`src/rtl/ppu_apu_resp_buffer_if.sv`:
```
// ============================================================================
// ppu_apu_resp_buffer_if
// Handshake and result signals between the CV32E40P APU master port, the
// response buffer and the posit unit's APU wrapper.
// Revision: 1.0 - initial release
// ============================================================================
`default_nettype none

interface ppu_apu_resp_buffer_if #(
  parameter int DATA_WIDTH = 32,
  parameter int FLAG_WIDTH = 5
);
  // Core side
  logic                  core_req_i;
  logic                  core_gnt_o;
  logic                  core_rvalid_o;
  logic                  core_rready_i;
  logic [DATA_WIDTH-1:0] core_rdata_o;
  logic [FLAG_WIDTH-1:0] core_rflags_o;
  // Unit side
  logic                  unit_req_o;
  logic                  unit_gnt_i;
  logic                  unit_rvalid_i;
  logic [DATA_WIDTH-1:0] unit_rdata_i;
  logic [FLAG_WIDTH-1:0] unit_rflags_i;

  // The buffer itself
  modport slave (
    input  core_req_i, core_rready_i,
    input  unit_gnt_i, unit_rvalid_i, unit_rdata_i, unit_rflags_i,
    output core_gnt_o, core_rvalid_o, core_rdata_o, core_rflags_o,
    output unit_req_o
  );

  // Whatever plays core and unit around the buffer
  modport master (
    output core_req_i, core_rready_i,
    output unit_gnt_i, unit_rvalid_i, unit_rdata_i, unit_rflags_i,
    input  core_gnt_o, core_rvalid_o, core_rdata_o, core_rflags_o,
    input  unit_req_o
  );
endinterface

`default_nettype wire

```
`src/rtl/ppu_apu_resp_buffer.sv`:
```
// ============================================================================
// ppu_apu_resp_buffer
// Credit gate and result FIFO between the CV32E40P APU port and the posit
// unit. Requests are issued only while a result slot is guaranteed, so the
// unit's non-stallable result channel never loses data; results are handed
// to the core under a valid/ready handshake.
// Optional feature: define PPU_RESP_BYPASS_EN for a 0-cycle result bypass
// when the FIFO is empty.
// Revision: 1.0 - initial release
// ============================================================================
`default_nettype none

module ppu_apu_resp_buffer #(
  parameter int DEPTH      = 2,
  parameter int DATA_WIDTH = 32,
  parameter int FLAG_WIDTH = 5
) (
  input  wire logic                         clk_i,
  input  wire logic                         rst_ni,
  ppu_apu_resp_buffer_if.slave              bus,
  output logic                              overflow_o,
  output logic [$clog2(DEPTH+1)-1:0]        outstanding_o
);

  localparam int PTR_W   = (DEPTH > 1) ? $clog2(DEPTH) : 1;
  localparam int CNT_W   = $clog2(DEPTH + 1);
  localparam int ENTRY_W = DATA_WIDTH + FLAG_WIDTH;
  localparam logic [CNT_W-1:0] DEPTH_C = CNT_W'(DEPTH);

  // Credit state
  logic [CNT_W-1:0]   out_cnt;
  // FIFO state
  logic [ENTRY_W-1:0] mem [DEPTH];
  logic [PTR_W-1:0]   wr_ptr;
  logic [PTR_W-1:0]   rd_ptr;
  logic [CNT_W-1:0]   fifo_cnt;

  logic               can_issue;
  logic               unit_req;
  logic               issue;
  logic               retire;
  logic               fifo_empty;
  logic               fifo_full;
  logic               bypass;
  logic               push;
  logic               pop;
  logic               wr_en;
  logic               drop;
  logic [ENTRY_W-1:0] head;

  assign fifo_empty = (fifo_cnt == '0);
  assign fifo_full  = (fifo_cnt == DEPTH_C);
  assign head       = mem[rd_ptr];

`ifdef PPU_RESP_BYPASS_EN
  // Unit result goes straight to the core while nothing older is queued.
  assign bypass = fifo_empty & bus.unit_rvalid_i;
`else
  assign bypass = 1'b0;
`endif

  // Request gating, result presentation and FIFO control strobes
  always_comb begin
    can_issue = (out_cnt < DEPTH_C);
    unit_req  = bus.core_req_i & can_issue;
    issue     = bus.unit_gnt_i & unit_req;

    bus.unit_req_o    = unit_req;
    bus.core_gnt_o    = issue;
    bus.core_rvalid_o = ~fifo_empty | bypass;
    bus.core_rdata_o  = head[DATA_WIDTH-1:0];
    bus.core_rflags_o = head[ENTRY_W-1:DATA_WIDTH];
    if (bypass) begin
      bus.core_rdata_o  = bus.unit_rdata_i;
      bus.core_rflags_o = bus.unit_rflags_i;
    end

    retire = bus.core_rvalid_o & bus.core_rready_i;
    // A bypassed result consumed in the same cycle never enters the FIFO.
    push   = bus.unit_rvalid_i & ~(bypass & bus.core_rready_i);
    pop    = retire & ~fifo_empty;
    wr_en  = push & (~fifo_full | pop);
    drop   = push & fifo_full & ~pop;
  end

  // Credit counter: one credit per operation from grant to core retire
  always_ff @(posedge clk_i or negedge rst_ni) begin
    if (!rst_ni) begin
      out_cnt <= '0;
    end else begin
      case ({issue, retire})
        2'b10:   out_cnt <= out_cnt + CNT_W'(1);
        2'b01:   out_cnt <= out_cnt - CNT_W'(1);
        default: out_cnt <= out_cnt;
      endcase
    end
  end

  // FIFO pointers and occupancy; a full FIFO still accepts push with pop
  always_ff @(posedge clk_i or negedge rst_ni) begin
    if (!rst_ni) begin
      wr_ptr   <= '0;
      rd_ptr   <= '0;
      fifo_cnt <= '0;
    end else begin
      if (wr_en) begin
        wr_ptr <= (DEPTH == 1) ? '0 : wr_ptr + PTR_W'(1);
      end
      if (pop) begin
        rd_ptr <= (DEPTH == 1) ? '0 : rd_ptr + PTR_W'(1);
      end
      case ({wr_en, pop})
        2'b10:   fifo_cnt <= fifo_cnt + CNT_W'(1);
        2'b01:   fifo_cnt <= fifo_cnt - CNT_W'(1);
        default: fifo_cnt <= fifo_cnt;
      endcase
    end
  end

  // FIFO storage, cleared on reset so the idle outputs read as zero
  always_ff @(posedge clk_i or negedge rst_ni) begin
    if (!rst_ni) begin
      for (int i = 0; i < DEPTH; i++) begin
        mem[i] <= '0;
      end
    end else if (wr_en) begin
      mem[wr_ptr] <= {bus.unit_rflags_i, bus.unit_rdata_i};
    end
  end

  // Sticky flag for a result that found no free slot
  always_ff @(posedge clk_i or negedge rst_ni) begin
    if (!rst_ni) begin
      overflow_o <= 1'b0;
    end else if (drop) begin
      overflow_o <= 1'b1;
    end
  end

  assign outstanding_o = out_cnt;

endmodule

`default_nettype wire

```
`src/flat_wrapper.sv`:
```
// flat-port wrapper written by rule: the top's interface ports become plain ports
module ppu_apu_resp_buffer_flat 
#(
  parameter int DEPTH      = 2,
  parameter int DATA_WIDTH = 32,
  parameter int FLAG_WIDTH = 5
)
  (clk_i, rst_ni, overflow_o, outstanding_o, bus_core_req_i, bus_core_rready_i, bus_unit_gnt_i, bus_unit_rvalid_i, bus_unit_rdata_i, bus_unit_rflags_i, bus_core_gnt_o, bus_core_rvalid_o, bus_core_rdata_o, bus_core_rflags_o, bus_unit_req_o);
  ppu_apu_resp_buffer_if #(.DATA_WIDTH(DATA_WIDTH), .FLAG_WIDTH(FLAG_WIDTH)) bus_i ();
  input  wire logic clk_i;
  input  wire logic rst_ni;
  output logic overflow_o;
  output logic [$clog2(DEPTH+1)-1:0] outstanding_o;
  input wire logic [$bits(bus_i.core_req_i)-1:0] bus_core_req_i;
  input wire logic [$bits(bus_i.core_rready_i)-1:0] bus_core_rready_i;
  input wire logic [$bits(bus_i.unit_gnt_i)-1:0] bus_unit_gnt_i;
  input wire logic [$bits(bus_i.unit_rvalid_i)-1:0] bus_unit_rvalid_i;
  input wire logic [$bits(bus_i.unit_rdata_i)-1:0] bus_unit_rdata_i;
  input wire logic [$bits(bus_i.unit_rflags_i)-1:0] bus_unit_rflags_i;
  output wire logic [$bits(bus_i.core_gnt_o)-1:0] bus_core_gnt_o;
  output wire logic [$bits(bus_i.core_rvalid_o)-1:0] bus_core_rvalid_o;
  output wire logic [$bits(bus_i.core_rdata_o)-1:0] bus_core_rdata_o;
  output wire logic [$bits(bus_i.core_rflags_o)-1:0] bus_core_rflags_o;
  output wire logic [$bits(bus_i.unit_req_o)-1:0] bus_unit_req_o;
  assign bus_i.core_req_i = bus_core_req_i;
  assign bus_i.core_rready_i = bus_core_rready_i;
  assign bus_i.unit_gnt_i = bus_unit_gnt_i;
  assign bus_i.unit_rvalid_i = bus_unit_rvalid_i;
  assign bus_i.unit_rdata_i = bus_unit_rdata_i;
  assign bus_i.unit_rflags_i = bus_unit_rflags_i;
  assign bus_core_gnt_o = bus_i.core_gnt_o;
  assign bus_core_rvalid_o = bus_i.core_rvalid_o;
  assign bus_core_rdata_o = bus_i.core_rdata_o;
  assign bus_core_rflags_o = bus_i.core_rflags_o;
  assign bus_unit_req_o = bus_i.unit_req_o;
  ppu_apu_resp_buffer #(.DEPTH(DEPTH), .DATA_WIDTH(DATA_WIDTH), .FLAG_WIDTH(FLAG_WIDTH)) u_core (.clk_i(clk_i), .rst_ni(rst_ni), .bus(bus_i), .overflow_o(overflow_o), .outstanding_o(outstanding_o));
endmodule
```
`config.mk`:
```
export PLATFORM = sky130hd
export DESIGN_NAME = ppu_apu_resp_buffer_flat
export DESIGN_NICKNAME = d
export VERILOG_FILES = /design/src/rtl/ppu_apu_resp_buffer_if.sv /design/src/rtl/ppu_apu_resp_buffer.sv /design/src/flat_wrapper.sv
export SDC_FILE = /design/constraint.sdc
export NUM_CORES = 1
export LEC_CHECK = 0
export ABC_AREA = 1
export ABC_CLOCK_PERIOD_IN_PS = 4270
export BUFFER_PORTS_ARGS = -buffer_cell sky130_fd_sc_hd__clkbuf_2
export CAP_MARGIN = 20
export CELL_PAD_IN_SITES_DETAIL_PLACEMENT = 1
export CELL_PAD_IN_SITES_GLOBAL_PLACEMENT = 1
export CORE_MARGIN = 2
export CORE_UTILIZATION = 43
export CTS_CLUSTER_DIAMETER = 100
export CTS_CLUSTER_SIZE = 24
export DETAILED_ROUTE_END_ITERATION = 10
export PLACE_DENSITY = 0.95
export REMOVE_ABC_BUFFERS = 1
export SLEW_MARGIN = 10
export SYNTH_ARGS = -nofsm -noshare
export SYNTH_HDL_FRONTEND = slang
export SYNTH_SLANG_ARGS = --single-unit
```
`constraint.sdc`:
```
create_clock -name clk_i -period 4.27 [get_ports clk_i]
set_input_delay 0 -clock clk_i [delete_from_list [all_inputs] [get_ports clk_i]]
set_output_delay 0 -clock clk_i [all_outputs]
set_load 0.01 [all_outputs]
```
# After elaboration in Yosys (flattened, before gate mapping)

Index checks and enable logic that the tools add are counted.

Bits in registers: 81
Bits in latches: 0
RAM bits: 0
Memory bits (read-only): 0
Bits of input ports: 43
Output and inout bits: 43
Logic and storage cells: 47
Memories: 0

Add/subtract/negate cells: 6
$mul: 0
Div/mod/pow operators: 0
$lt $le $gt $ge: 4
Equality and inequality tests: 5
Shift operators: 0
Multiplexer cells: 8
Bitwise operators: 13
Reduce and logical (&&, ||, !) cells: 4

Operator list:

| kind                | number |
|---|---|
| $mux 37             | 4 |
| $bwmux 74           | 1 |
| $demux 37 s1        | 1 |
| $pmux 2 s2          | 2 |
| $and 1x1->1         | 7 |
| $eq 2x2->1 const B  | 3 |
| $add 2x1->2 const B | 2 |
| $eq 2x1->1 const B  | 2 |
| $ge 2x2->1 const B  | 2 |
| $not 1->2           | 2 |
| $reduce_bool 2->1   | 2 |
| $sub 2x1->2 const B | 2 |
| $not 1->1           | 3 |
| $add 1x1->1 const B | 2 |
| $logic_not 2->1     | 1 |
| $lt 2x1->1 const B  | 1 |
| $lt 2x2->1 const B  | 1 |
| $logic_and 1x1->1   | 1 |
| $or 1x1->1          | 1 |

# Depth between registers and ports, before layout

Depth after elaboration: 8
Gate-level depth with buffers: 9
Mapped depth without buffers: 9

# Least setup slack after synthesis

No wires, ideal clock.

Path type: reg-to-reg
Start point: register u_core.out_cnt[1] (netlist: u_core.outstanding_o[1])
End point: register u_core.out_cnt[1] (netlist: u_core.outstanding_o[1])
Library setup time: 117 ps
Data arrival time: 1343 ps
Setup slack: 2810 ps
Cell stages (with the launch flop): 7
Buffers on the path: 0
Path through: dfrtp_1 > nor2_1 > nand2_1 > ha_1 > or2_2 > nand4_1 > nand2_1

Cells in the longest elaborated chain, start to end: 5
Elaborated cells between the ends (all ways): 9
Classes of those cells: add/sub: 2; order compare: 1; eq/ne: 2; mux: 1; bitwise: 2; reduce/logical: 1

Ends and longest elaborated chain:

| what                                            | RTL line                  | source |
|---|---|---|
| start: declaration                              | ppu_apu_resp_buffer.sv:31 | `logic [CNT_W-1:0] out_cnt;` |
| start signal: assignment                        | ppu_apu_resp_buffer.sv:92 | `2'b10: out_cnt <= out_cnt + CNT_W'(1);` |
| start signal: assignment                        | ppu_apu_resp_buffer.sv:93 | `2'b01: out_cnt <= out_cnt - CNT_W'(1);` |
| start signal: assignment                        | ppu_apu_resp_buffer.sv:94 | `default: out_cnt <= out_cnt;` |
| $lt 2x2->1 (*)                                  | ppu_apu_resp_buffer.sv:64 | `can_issue = (out_cnt < DEPTH_C);` |
| $and 1x1->1 (*)                                 | ppu_apu_resp_buffer.sv:65 | `unit_req = bus.core_req_i & can_issue;` |
| net bus_unit_req_o                              | flat_wrapper.sv:24        | `output wire logic [$bits(bus_i.unit_req_o)-1:0] bus_unit_req_o;` |
| $and 1x1->1 (*)                                 | ppu_apu_resp_buffer.sv:66 | `issue = bus.unit_gnt_i & unit_req;` |
| $eq 2x1->1 or $eq 2x2->1 (tied branches)        | ppu_apu_resp_buffer.sv:91 | `case ({issue, retire})` |
| $pmux 2 s2 or $reduce_bool 2->1 (tied branches) | -                         |  |

The timed path passes the listed nets; every way through them passes the cells marked *.
A chain may end at the register's enable or synchronous reset.

# Worst setup path in the final report

Start point: register u_core.wr_ptr
End point: register u_core.mem[45] (netlist bit)

Cells in the longest elaborated chain, start to end: 6
Elaborated cells between the ends (all ways): 7
Classes of those cells: order compare: 2; mux: 3; bitwise: 1; reduce/logical: 1

Ends and longest elaborated chain:

| what                                                           | RTL line                   | source |
|---|---|---|
| start: declaration                                             | ppu_apu_resp_buffer.sv:34  | `logic [PTR_W-1:0] wr_ptr;` |
| start signal: assignment                                       | ppu_apu_resp_buffer.sv:107 | `wr_ptr <= (DEPTH == 1) ? '0 : wr_ptr + PTR_W'(1);` |
| $not 1->2 (not written as such) (*)                            | ppu_apu_resp_buffer.sv:127 | `mem[wr_ptr] <= {bus.unit_rflags_i, bus.unit_rdata_i};` |
| $ge 2x2->1 (not written as such) or $lt 2x1->1 (tied branches) | ppu_apu_resp_buffer.sv:127 |  |
| $logic_and 1x1->1 (not written as such)                        | ppu_apu_resp_buffer.sv:127 |  |
| $mux 37 (not written as such)                                  | ppu_apu_resp_buffer.sv:127 |  |
| $demux 37 s1 (*)                                               | ppu_apu_resp_buffer.sv:127 |  |
| $bwmux 74 (*)                                                  | ppu_apu_resp_buffer.sv:127 |  |
| end signal: indexed assignment                                 | ppu_apu_resp_buffer.sv:127 |  |
| end: declaration                                               | ppu_apu_resp_buffer.sv:33  | `logic [ENTRY_W-1:0] mem [DEPTH];` |

Mark *: on every way between the ends. The rest lies on a longest branch, timed or not.

==> summary.md <==
| Metric | Value |
|---|---|
| FF-to-FF path depth | 4 |
| Crit path kind | reg2reg |
| Netlist Area Pre-Place | ~4000 um^2 |
| WL per Instance | approximately 16 um |
| Die H | 99.60 um |
| WL met3 | 533 um |
| Post-CTS Repair Setup Buffers | 0 |
| RSZ-0062 raised after global routing | false |
| Met2 WL | 6.059 mm |
| Crit path time final | 2.735 ns |
| Clk slew on worst S/H paths | roughly 0.09 ns |
| Area grow syn2layout | 24.64% |
| Count of different cell masters after synthesis | 19 |
| Depth of the CTS H-tree | 3 |
| Leak Pwr | 2.734 nW |
| Cell Count, Final, Fillers Out | 706 |
| Top sig layer | met4 |
| Synth Instances | 494 |
| Worst hold path type | in2reg |
| TNS Setup | 0 ns |
| FMAX | 365.6 MHz |
| Vias in the first global route | 3,938 |
| Die width | 99.60 um |
| Clk buf depth | 2 |
| CTS tree | built |
| Reg-to-reg slack, setup | 1.53 ns |
| Worst reg2reg startpoint | u_core.wr_ptr$_DFFE_PN0P_ |
| Critical Path Start Type | register |
| Seq. cell area | 2028 um^2 |
| Hold Startpoint | bus_unit_gnt_i |
| Root Driver | clkbuf_8 |
| Dpl cells | 650 |
| Number of max-cap violations | 0 |
| Fin. max-slew vios | 0 |
| Detail Placement HPWL | 6.913 mm |
| Row Count | 34 |
| Pwr per Cell Area | approximately 730 nW/um^2 |
| Status | complete, no violations |
| Share of layout cells above drive strength 1 | 0.1873 |
| Clk_skew | between 0.01 and 0.015 ns |
| Worst min-delay path endpoint | u_core.outstanding_o[0]$_DFFE_PN0P_ |
| Synth top area cells | dfrtp_1 52%, nand2_1 26%, nand4_1 12%, buf_2 2.9%, buf_4 1.3% |
| Drt via density | 5.387 |
| Gr usage total | 0.2419 |
| Via count | 3,803 |
| Total grt overflow | 0 |
| Crit end category | register |
| Latest clock arrival within the worst-skew pair | about 0.36 ns |
| Area leader, netlist | dfrtp_1 |
| Multi-input gate area | 1623 um^2 |
| Die area | 9920 um^2 |
| Flops & latches, synth | 81 |
| Hold Buf Count CTS | 39 |
| Final wirelength | 11.50 mm |
| Final ANT Viol Nets | 0 |
| Initial antenna violation count | 0 |
| Final RePlAce weighted congestion | 0.6758 |
| Core area | between 8000 and 9000 um^2 |
| Slew HR | 0.3968 |
| Initial core utilization | 0.4463 |
| VDD IR max | approximately 360 uV |
| Post_cts resized | 0 |
| Post-synthesis sequential area ratio | 0.5158 |
| Io pins | 86 |
| Global-route wire length before repair | 18.95 mm |
| CTS Buf Count | 9 |
| Synth top area share | 0.5158 |
| Syn Area/Cell | a little under 8 um^2 |
| # diodes | 0 |
| Reg-to-reg endpoint | u_core.mem[45]$_DFFE_PN0P_ |
| DR iter-0 viols | 149 |
| Port bufs | 85 |
| Pre-Repair DR Iteration Count | 4 |
| Sink Count | 81 |
| M1 WL | just under 5 mm |
| Worst Hold Depth | 4 |
| DRC | 0 |
| Worst-Margin Slew | between 0.9 and 1 ns |
| Final Hold Fails | 0 |
| Final setup viols | 0 |
| CP max FO | 40 |
| Final worst-path cycle share | 0.6406 |
| Pin count of the biggest net entering global routing | between 80 and 90 |
| Worst EP required | between 4 and 5 ns |
| Yosys synthesis warning count | 0 |
| Fill cell instance count of the final layout | 1,093 |
| Layout Nets | about 640 |
| Crit path DAT | 2.96 ns |
-- Yosys cell counts --
| cell | instances |
|---|---|
| nand2_1 | 271 |
| dfrtp_1 | 81 |
| nand4_1 | 76 |
| buf_2 | 23 |
| inv_1 | 10 |
| buf_4 | 7 |
| clkbuf_1 | 5 |
| buf_6 | 4 |
| ha_1 | 2 |
| inv_2 | 2 |
| nand3_1 | 2 |
| nand3_4 | 2 |
| or2_2 | 2 |
| xnor2_1 | 2 |
| buf_1 | 1 |
| nand3_2 | 1 |
| nor2_1 | 1 |
| o21bai_1 | 1 |
| xor2_1 | 1 |
-- flip-flops by register name, summed over array words and instances (netlist names) --
register	cells
u_core.mem	74
u_core.fifo_cnt	2
u_core.overflow_o	1
u_core.rd_ptr	1
u_core.wr_ptr	1
u_core.outstanding_o	2
-- cells by family (layout without fill, tap and decap cells) --
kind of cell / Yosys count / after routing / synth area share
XOR/XNOR: 3 / 3 / 0.006687
buffers and inverters: 52 / 156 / 0.07132
AO/OA/AOI/OAI: 1 / 1 / 0.001911
AND/OR/NAND/NOR: 355 / 355 / 0.3980
adder cells (fa/ha/maj): 2 / 2 / 0.006366
flip-flops: 81 / 81 / 0.5158
-- area by class of cell --
| cell class | instances | share of cell area |
|---|---|---|
| Sequential cell | 81 | 0.4140 |
| Timing Repair Buffer | 128 | 0.1757 |
| Inverter | 12 | 0.009195 |
| Clock inverter | 4 | 0.01047 |
| Tap cell | 108 | 0.02759 |
| Multi-Input combinational cell | 361 | 0.3313 |
| Clock buffer | 12 | 0.03167 |
-- worst max-delay path by stage --
| stage | startpoint | end | slack, ns |
|---|---|---|---|
| final | u_core.wr_ptr$_DFFE_PN0P_ | u_core.mem[45]$_DFFE_PN0P_ | 1.53 |
| after global routing | u_core.wr_ptr$_DFFE_PN0P_ | u_core.mem[45]$_DFFE_PN0P_ | 1.32 |
| after CTS | u_core.wr_ptr$_DFFE_PN0P_ | u_core.mem[45]$_DFFE_PN0P_ | 1.57 |
| after detailed placement | u_core.wr_ptr$_DFFE_PN0P_ | u_core.mem[66]$_DFFE_PN0P_ | 1.56 |
| after global placement | u_core.wr_ptr$_DFFE_PN0P_ | u_core.mem[44]$_DFFE_PN0P_ | 1.70 |
| after floorplan | u_core.wr_ptr$_DFFE_PN0P_ | u_core.mem[37]$_DFFE_PN0P_ | 2.23 |
-- layer usage --
metal  up-vias  global-route usage
li1       1811                   -
met1      1867              0.3049
met2       116              0.4252
met3         9             0.04568
met4         0             0.06849
met5         -                   0
-- metrics by stage --
stage | setup slack, ns | hold slack (ns) | util | instance area [um^2] | total power [mW]
after CTS | 1.573 | 0.08443 | 0.5540 | 4878 | 3.603
final | 1.535 | 0.09886 | 0.5563 | 4898 | 3.576
after floorplan | 2.230 | -0.2956 | - | 3695 | 2.284
after global routing | 1.317 | 0.1089 | 0.5563 | 4898 | 3.860
after global placement | 1.697 | 0.2294 | 0.4862 | 4282 | 2.857
after detailed placement | 1.562 | 0.2436 | 0.4862 | 4282 | 2.972
-- cell usage in the layout (no fill, tap or decap), drive strengths merged --
cell | Yosys | routed
buf | 35 | 5
bufinv | 0 | 1
clkbuf | 5 | 96
clkinv | 0 | 2
clkinvlp | 0 | 1
dfrtp | 81 | 81
dlygate4sd3 | 0 | 39
ha | 2 | 2
inv | 12 | 12
nand2 | 271 | 271
nand3 | 5 | 5
nand4 | 76 | 76
nor2 | 1 | 1
o21bai | 1 | 1
or2 | 2 | 2
xnor2 | 2 | 2
xor2 | 1 | 1
-- critical path, cell delays in order, from the launching register on --
cell and delay, ns:
dfrtp_2 0.72, inv_2 0.67, nand3_2 0.81, nand2_1 0.32, nand2_1 0.08
-- where the power goes --
part	internal, mW	total, mW	switching [mW]	leakage [nW]
clock network	0.303	0.582	0.279	0.103
registers	1.13	1.43	0.292	0.997
logic	0.559	1.57	1.01	1.63
(Power assumes the default switching activity.)
